`src/rtl/ws2812_rx.sv`:
```
// WS2812 line receiver: classifies high-pulse widths into bits, assembles 24-bit pixels, detects latch gaps.
// All strobes are registered and land three cycles after the pin edge that causes them.
module ws2812_rx #(
  parameter int T_MIN_HIGH   = 2,
  parameter int T_BIT_THRESH = 6,
  parameter int T_MAX_HIGH   = 15,
  parameter int T_RESET      = 600,
  parameter int IDX_W        = 8
) (
  input  logic             clk,
  input  logic             resetn,
  input  logic             ws_data,
  output logic [23:0]      pixel,
  output logic             pixel_valid,
  output logic [IDX_W-1:0] pixel_idx,
  output logic             frame_done,
  output logic [IDX_W-1:0] frame_pixels,
  output logic             err
);
  localparam int HW = $clog2(T_MAX_HIGH + 2);
  localparam int LW = $clog2(T_RESET + 1);
  localparam logic [HW-1:0] H_MIN = HW'(T_MIN_HIGH);
  localparam logic [HW-1:0] H_THR = HW'(T_BIT_THRESH);
  localparam logic [HW-1:0] H_MAX = HW'(T_MAX_HIGH);
  localparam logic [HW-1:0] H_SAT = HW'(T_MAX_HIGH + 1);
  localparam logic [LW-1:0] L_SAT = LW'(T_RESET);

  typedef enum logic [1:0] {SYNC, IDLE, HIGH} state_t;

  state_t           state_q, state_d;
  logic             sync1_q, sync1_d;
  logic             s_q, s_d;
  logic             s_prev_q, s_prev_d;
  logic [HW-1:0]    hcnt_q, hcnt_d;
  logic [LW-1:0]    lcnt_q, lcnt_d;
  logic             fired_q, fired_d;
  logic [22:0]      sh_q, sh_d;
  logic [4:0]       bcnt_q, bcnt_d;
  logic [IDX_W-1:0] pcnt_q, pcnt_d;
  logic [23:0]      pixel_q, pixel_d;
  logic             pixel_valid_q, pixel_valid_d;
  logic [IDX_W-1:0] pixel_idx_q, pixel_idx_d;
  logic             frame_done_q, frame_done_d;
  logic [IDX_W-1:0] frame_pixels_q, frame_pixels_d;
  logic             err_q, err_d;
  logic             rise, latch_evt, fault, bit_vld, bit_val;

  always_comb begin
    sync1_d        = ws_data;
    s_d            = sync1_q;
    s_prev_d       = s_q;
    hcnt_d         = s_q ? ((hcnt_q == H_SAT) ? H_SAT : hcnt_q + 1'b1) : '0;
    lcnt_d         = s_q ? '0 : ((lcnt_q == L_SAT) ? L_SAT : lcnt_q + 1'b1);
    // fired marks a low period whose gap has already been consumed, so a saturated counter never retriggers
    fired_d        = !s_q && (fired_q || (lcnt_q == L_SAT));
    state_d        = state_q;
    sh_d           = sh_q;
    bcnt_d         = bcnt_q;
    pcnt_d         = pcnt_q;
    pixel_d        = pixel_q;
    pixel_idx_d    = pixel_idx_q;
    frame_pixels_d = frame_pixels_q;
    pixel_valid_d  = 1'b0;
    frame_done_d   = 1'b0;
    err_d          = 1'b0;
    fault          = 1'b0;
    bit_vld        = 1'b0;
    bit_val        = 1'b0;
    rise           = s_q && !s_prev_q;
    latch_evt      = (lcnt_q == L_SAT) && !fired_q;

    case (state_q)
      SYNC: begin
        // a gap of exactly T_RESET may be followed at once by a pulse; catch its rising edge here
        if (lcnt_q == L_SAT) state_d = rise ? HIGH : IDLE;
      end
      IDLE: begin
        if (latch_evt) begin
          frame_done_d   = 1'b1;
          frame_pixels_d = pcnt_q;
          pcnt_d         = '0;
          pixel_idx_d    = '0;
          bcnt_d         = '0;
          if (bcnt_q != 5'd0) err_d = 1'b1;
        end
        if (rise) state_d = HIGH;
      end
      HIGH: begin
        if (hcnt_q > H_MAX) begin
          fault = 1'b1;
        end else if (!s_q) begin
          state_d = IDLE;
          if (hcnt_q < H_MIN) begin
            fault = 1'b1;
          end else begin
            bit_vld = 1'b1;
            bit_val = (hcnt_q >= H_THR);
          end
        end
      end
      default: state_d = SYNC;
    endcase

    if (bit_vld) begin
      if (bcnt_q == 5'd23) begin
        pixel_d       = {sh_q, bit_val};
        pixel_valid_d = 1'b1;
        pixel_idx_d   = pcnt_q;
        pcnt_d        = pcnt_q + 1'b1;
        bcnt_d        = '0;
      end else begin
        sh_d   = {sh_q[21:0], bit_val};
        bcnt_d = bcnt_q + 1'b1;
      end
    end

    if (fault) begin
      err_d   = 1'b1;
      state_d = SYNC;
      bcnt_d  = '0;
      pcnt_d  = '0;
    end
  end

  always_ff @(posedge clk) begin
    if (!resetn) begin
      state_q        <= SYNC;
      sync1_q        <= 1'b0;
      s_q            <= 1'b0;
      s_prev_q       <= 1'b0;
      hcnt_q         <= '0;
      lcnt_q         <= '0;
      fired_q        <= 1'b0;
      sh_q           <= '0;
      bcnt_q         <= '0;
      pcnt_q         <= '0;
      pixel_q        <= '0;
      pixel_valid_q  <= 1'b0;
      pixel_idx_q    <= '0;
      frame_done_q   <= 1'b0;
      frame_pixels_q <= '0;
      err_q          <= 1'b0;
    end else begin
      state_q        <= state_d;
      sync1_q        <= sync1_d;
      s_q            <= s_d;
      s_prev_q       <= s_prev_d;
      hcnt_q         <= hcnt_d;
      lcnt_q         <= lcnt_d;
      fired_q        <= fired_d;
      sh_q           <= sh_d;
      bcnt_q         <= bcnt_d;
      pcnt_q         <= pcnt_d;
      pixel_q        <= pixel_d;
      pixel_valid_q  <= pixel_valid_d;
      pixel_idx_q    <= pixel_idx_d;
      frame_done_q   <= frame_done_d;
      frame_pixels_q <= frame_pixels_d;
      err_q          <= err_d;
    end
  end

  assign pixel        = pixel_q;
  assign pixel_valid  = pixel_valid_q;
  assign pixel_idx    = pixel_idx_q;
  assign frame_done   = frame_done_q;
  assign frame_pixels = frame_pixels_q;
  assign err          = err_q;
endmodule

```
`config.mk`:
```
export PLATFORM = sky130hd
export DESIGN_NAME = ws2812_rx
export DESIGN_NICKNAME = d
export VERILOG_FILES = /design/src/rtl/ws2812_rx.sv
export SDC_FILE = /design/constraint.sdc
export NUM_CORES = 1
export LEC_CHECK = 0
export CAP_MARGIN = 5
export CORE_MARGIN = 10
export CORE_UTILIZATION = 40
export CTS_BUF_LIST = sky130_fd_sc_hd__clkbuf_2 sky130_fd_sc_hd__clkbuf_4 sky130_fd_sc_hd__clkbuf_8
export CTS_CLUSTER_SIZE = 10
export DETAILED_ROUTE_END_ITERATION = 10
export HOLD_SLACK_MARGIN = 0.1
export PLACE_DENSITY = 0.63
export SYNTH_ARGS = -nofsm -noshare
export SYNTH_HDL_FRONTEND = slang
export SYNTH_SLANG_ARGS = --single-unit
```
`constraint.sdc`:
```
create_clock -name clk -period 2.4 [get_ports clk]
set_clock_uncertainty 0.05 [all_clocks]
set_input_delay 0.36 -clock clk [delete_from_list [all_inputs] [get_ports clk]]
set_output_delay 0.36 -clock clk [all_outputs]
set_load 0.02 [all_outputs]
```
Word-level counts from Yosys, hierarchy flattened
Index checks and enable logic that the tools add are counted.
{ "word_totals": {"regBits": 100, "output_inout_bits": 43, "in_bits": 3} }
{ "op_classes": {"n_eq_ne": 9, "n_reduce_logical": 23, "bitwise": 3, "n_mux": 38, "magnitude_cmp": 3, "add_sub_neg": 4} }
{ "ops": {"columns": ["operator", "n"], "rows": [
  ["$mux 8", 8],
  ["$mux 5", 5],
  ["$mux 1", 18],
  ["$reduce_and 2->1", 7],
  ["$add 10x1->10 const B", 1],
  ["$add 5x1->5 const B", 2],
  ["$eq 10x10->1 const B", 1],
  ["$eq 5x5->1 const B", 2],
  ["$mux 10", 1],
  ["$mux 2", 5],
  ["$add 8x1->8 const B", 1],
  ["$ne 2x2->1 const B", 4],
  ["$pmux 2 s3", 1],
  ["$reduce_or 3->1", 2],
  ["$ge 5x3->1 const B", 1],
  ["$gt 5x4->1 const B", 1],
  ["$lt 5x2->1 const B", 1],
  ["$reduce_bool 5->1", 1],
  ["$reduce_and 4->1", 1],
  ["$reduce_bool 2->1", 2],
  ["$reduce_or 2->1", 2],
  ["$logic_and 1x1->1", 3],
  ["$logic_not 1->1", 3],
  ["$not 1->1", 3],
  ["other kinds (4)", 4]
]} }

Logic depth before layout (Yosys ltp)
{ "logic_depth": {"ltp_word": 7, "depth_mapped": 9, "depth_no_buf": 7} }

Worst setup path before layout
No wires, ideal clock.
{ "synth_timing": {"path_type": "register to register", "startpoint": "register hcnt_q[1]", "endpoint": "register sh_q[0]", "path_stages_with_launch": 9, "arrival_ns": 2.075, "path_buffers": 1, "slack_ns": 0.205, "required_time_ns": 2.280, "cell_sequence": "dfxtp_1 ha_1 and3_1 ha_1 nand2b_1 o211ai_1 buf_2 or4_1 a21boi_1"} }
{ "synth_via": {"elab_chain_len": 6, "elab_cells_between_ends": 12, "classes_between": "3 x order compare; 8 x mux; 1 x reduce/logical"} }
{ "synth_rtl": {"columns": ["item", "line", "text"], "rows": [
  ["start, declared", "34", "logic [HW-1:0] hcnt_q, hcnt_d;"],
  ["start signal, assigned", "148", "hcnt_q <= hcnt_d;"],
  ["$lt 5x2->1", "93", "if (hcnt_q < H_MIN) begin"],
  ["$mux 1", "93", null],
  ["$mux 1", "91", "end else if (!s_q) begin"],
  ["$mux 1", "89", "if (hcnt_q > H_MAX) begin"],
  ["$mux 1", "72", "case (state_q)"],
  ["$reduce_and 2->1 (no line)", null, null],
  ["end signal, assigned", "134", "sh_q <= '0;"],
  ["end signal, assigned", "151", "sh_q <= sh_d;"],
  ["end, declared", "37", "logic [22:0] sh_q, sh_d;"]
]} }
Parallel ways exist; a longest one is shown, timed or not.
A chain may end at the register's enable or synchronous reset.

Worst setup path in the final report
{ "layout_timing": {"startpoint": "register hcnt_q[0]", "endpoint": "register sh_q[0]"} }
The elaborated chain is that of the path after synthesis.

==> reports/results.ini <==
[outcome]
status=finished clean

[sta]
timing.hold.ws_ps=275
setup_viol=0
setup_ws_ps=121
grt_setup_unrepaired=no
period_minus_slack_ps=2280
slew_viol_final=0
worst_pin_slew_ps=523
slew_headroom_pct=65.0
timing.final.crit_share_pct=94.9
fin_tns_setup_ps=0
hold_violations=0
fmax_mhz=439

[clocking]
cts_hold_buf=0
cts_sinks=100
h-tree-depth=3
cts_setup_buffers=0
cts-resized-gates=0
path_clk_slew_ps=100
ctsRootBufferMaster=clkbuf_8
numCtsBuffers=9
cts_tree=built
cts.path.max_buffers=2
clock_latency_ps=350

[final_layout]
fillers=1043
antennaDiodeCount=0
area_growth_pct=18.2
drive_above_1_share_pct=9.43
nNetsFinal=536
fin_cells=670
postLayoutCoreUtil_pct=48.1
fin_area_um2=5190

[routing]
viasPerCell=5.48
final_antenna_net_count=0
drtPass1Iterations=5
drc=0
wl_per_cell_um=15.2
finalWirelength_um=10200
vias=3672
drtIter0Drc=309

[floorplanning]
dieArea_um2=15600
die_x_um=125
die_h_um=125
initial_utilization_pct=40.7
num_io_pins=46
rows=38
core_area_um2=10800

[logic_synthesis]
syn-cell-area_um2=4390
synth_seq_cells=100
synth_cell_types=52
synthAdderAreaFrac_pct=2.28
synth-edff-count=0
avgSynthCellArea_um2=8.97
async_reset_ff_share_pct=0
synth_top_family_by_area=compound AO/OA/AOI/OAI gates
synth_mux_area_share_pct=0
syn_nets=501
seq_area_frac_synth_pct=45.6
yosysWarningCount=0
ys.flop_type=dfxtp_1
synth-xor-area-share_pct=1.79
syn_inst=490
synth-simple-area-share_pct=20.2
synth_compound_area_share_pct=23.7

[placed_design]
placedInstanceArea_um2=4970
dp_slack_ps=139
hpwlAfterDp_um=6970
routabilityCongestion=0.798
dp.cells=654
port_buffers=45

[power]
leakagePower_nw=1.71
p_per_area_nw_per_um2=561
vdd_drop_max_v=0.000429
total_power_mw=2.92

[worst_hold_path]
hp-class=primary input to flop
hold-path-cell-count=2

[setup_path]
cp_slowest_cell=or4_1
worstPathRequired_ps=2630
end_kind=flop
path_cells=ha_1, and3_1, ha_1, buf_4, o211ai_1, buf_12, or4_1, a21boi_1
r2r_setup_slack_ps=120
worstPathMaxFanout=24
crit_top_cell=ha_1
setup.worst_path.start_class=flop
crit-reg2reg-launch=hcnt_q[0]
rr_worst_depth=8
slowest_delay_ps=520
rr_endpoint=sh_q[0]
cp.arrival_ps=2510
worstSetupPathType=flop to flop
worstSetupEndpoint=sh_q[0]
cp-startpoint=hcnt_q[0]

[global_routing]
grt_pass1_vias=3460
antenna_found_initial=0
grt_start_max_net_pins=35
grt_pass1_wl_um=17300
grt.overflow.total=0
grt_use_total_pct=12.7

[run]
maxCapViolCount=0

## cell families after synthesis
kind of cell             count (synthesis)
AND/OR/NAND/NOR                        160
AO/OA/AOI/OAI                          158
flip-flops                             100
buffers and inverters                   55
XOR/XNOR                                 9
adder cells (fa/ha/maj)                  8
## layout make-up
class                   count  area [µm²]  share of cell area, %
inverters                  11        41.3                  0.795
clock inverters             7        98.8                   1.90
repair buffers             68         643                   12.4
clock buffers               9         124                   2.38
well taps                 140         175                   3.37
flip-flops and latches    100        2000                   38.5
multi-input cells         335        2110                   40.6
## per-layer routing
layer | wire length [µm] | up-vias | track usage (%) | part of all wire [%]
met5 | 0 | - | 0 | 0
li1 | - | 1840 | - | -
met4 | 58 | 0 | 2.37 | 0.57
met3 | 516 | 4 | 3.74 | 5.1
met1 | 4910 | 1768 | 16.9 | 48
met2 | 4680 | 60 | 20.1 | 46
## synth_stat cells (4+ instances only)
cell type | instances | share of area (%)
ha_1 | 8 | 2.3
buf_2 | 15 | 1.7
inv_1 | 11 | 0.94
nand3_1 | 77 | 8.8
or3_1 | 4 | 0.57
buf_6 | 6 | 1.5
a21boi_1 | 45 | 7.7
o211ai_1 | 11 | 1.9
or4_1 | 5 | 0.85
a21boi_0 | 19 | 3.2
xor2_1 | 6 | 1.2
a21oi_1 | 12 | 1.4
nand2_1 | 18 | 1.5
dfxtp_1 | 100 | 46
a31oi_1 | 4 | 0.57
and2_1 | 4 | 0.57
and3_1 | 6 | 0.85
nor2_1 | 16 | 1.4
clkbuf_1 | 20 | 1.7
o21ai_0 | 51 | 5.8
nand4_1 | 6 | 0.85
## cell usage in the layout, fill, tap and decap left out, types with 3 or more instances in the layout
master,count
a21boi_0,19
a21boi_1,45
a21oi_1,12
a311oi_1,3
a31oi_1,4
and2_1,4
and3_1,6
buf_4,21
clkbuf_8,9
clkdlybuf4s50_1,44
dfxtp_1,100
ha_1,8
inv_1,11
nand2_1,18
nand2b_1,3
nand3_1,77
nand4_1,6
nor2_1,16
o211ai_1,11
o21ai_0,51
o31ai_1,3
or3_1,4
or4_1,5
xnor2_1,3
xor2_1,6
## flip-flops by register name, summed over array words and instances (netlist names)
| name | flops |
|---|---|
| frame_pixels | 8 |
| bcnt_q | 5 |
| pcnt_q | 8 |
| s_prev_q | 1 |
| s_d | 1 |
| s_prev_d | 1 |
| frame_done | 1 |
| pixel | 24 |
| hcnt_q | 5 |
| pixel_valid | 1 |
| err | 1 |
| sh_q | 23 |
| state_q | 2 |
| fired_q | 1 |
| pixel_idx | 8 |
| lcnt_q | 10 |
## critical path, delay by kind of cell, from the launching register on
family / cells / cell delay [ps]
buffers and inverters: 2 / 350
DFF: 1 / 440
AOI/OAI and AO/OA: 2 / 310
and+or+nand+nor: 2 / 680
adders and majority gates: 2 / 390
## report_power, final
group	switching [mW]	internal, mW	total, mW
registers	0.00718	1.66	1.67
clock network	0.592	0.595	1.19
logic	0.0306	0.0273	0.0579
total	0.630	2.29	2.92
## worst min-delay path by stage
| stage | slack (ps) | from | to |
|---|---|---|---|
| CTS | 270 | resetn | err |
| global route | 260 | resetn | err |
| detailed placement | 370 | s_d | s_prev_d |
| finish | 280 | resetn | err |
| global placement | 370 | s_d | s_prev_d |
| floorplan | 360 | s_d | s_prev_d |
(Power assumes the default switching activity.)
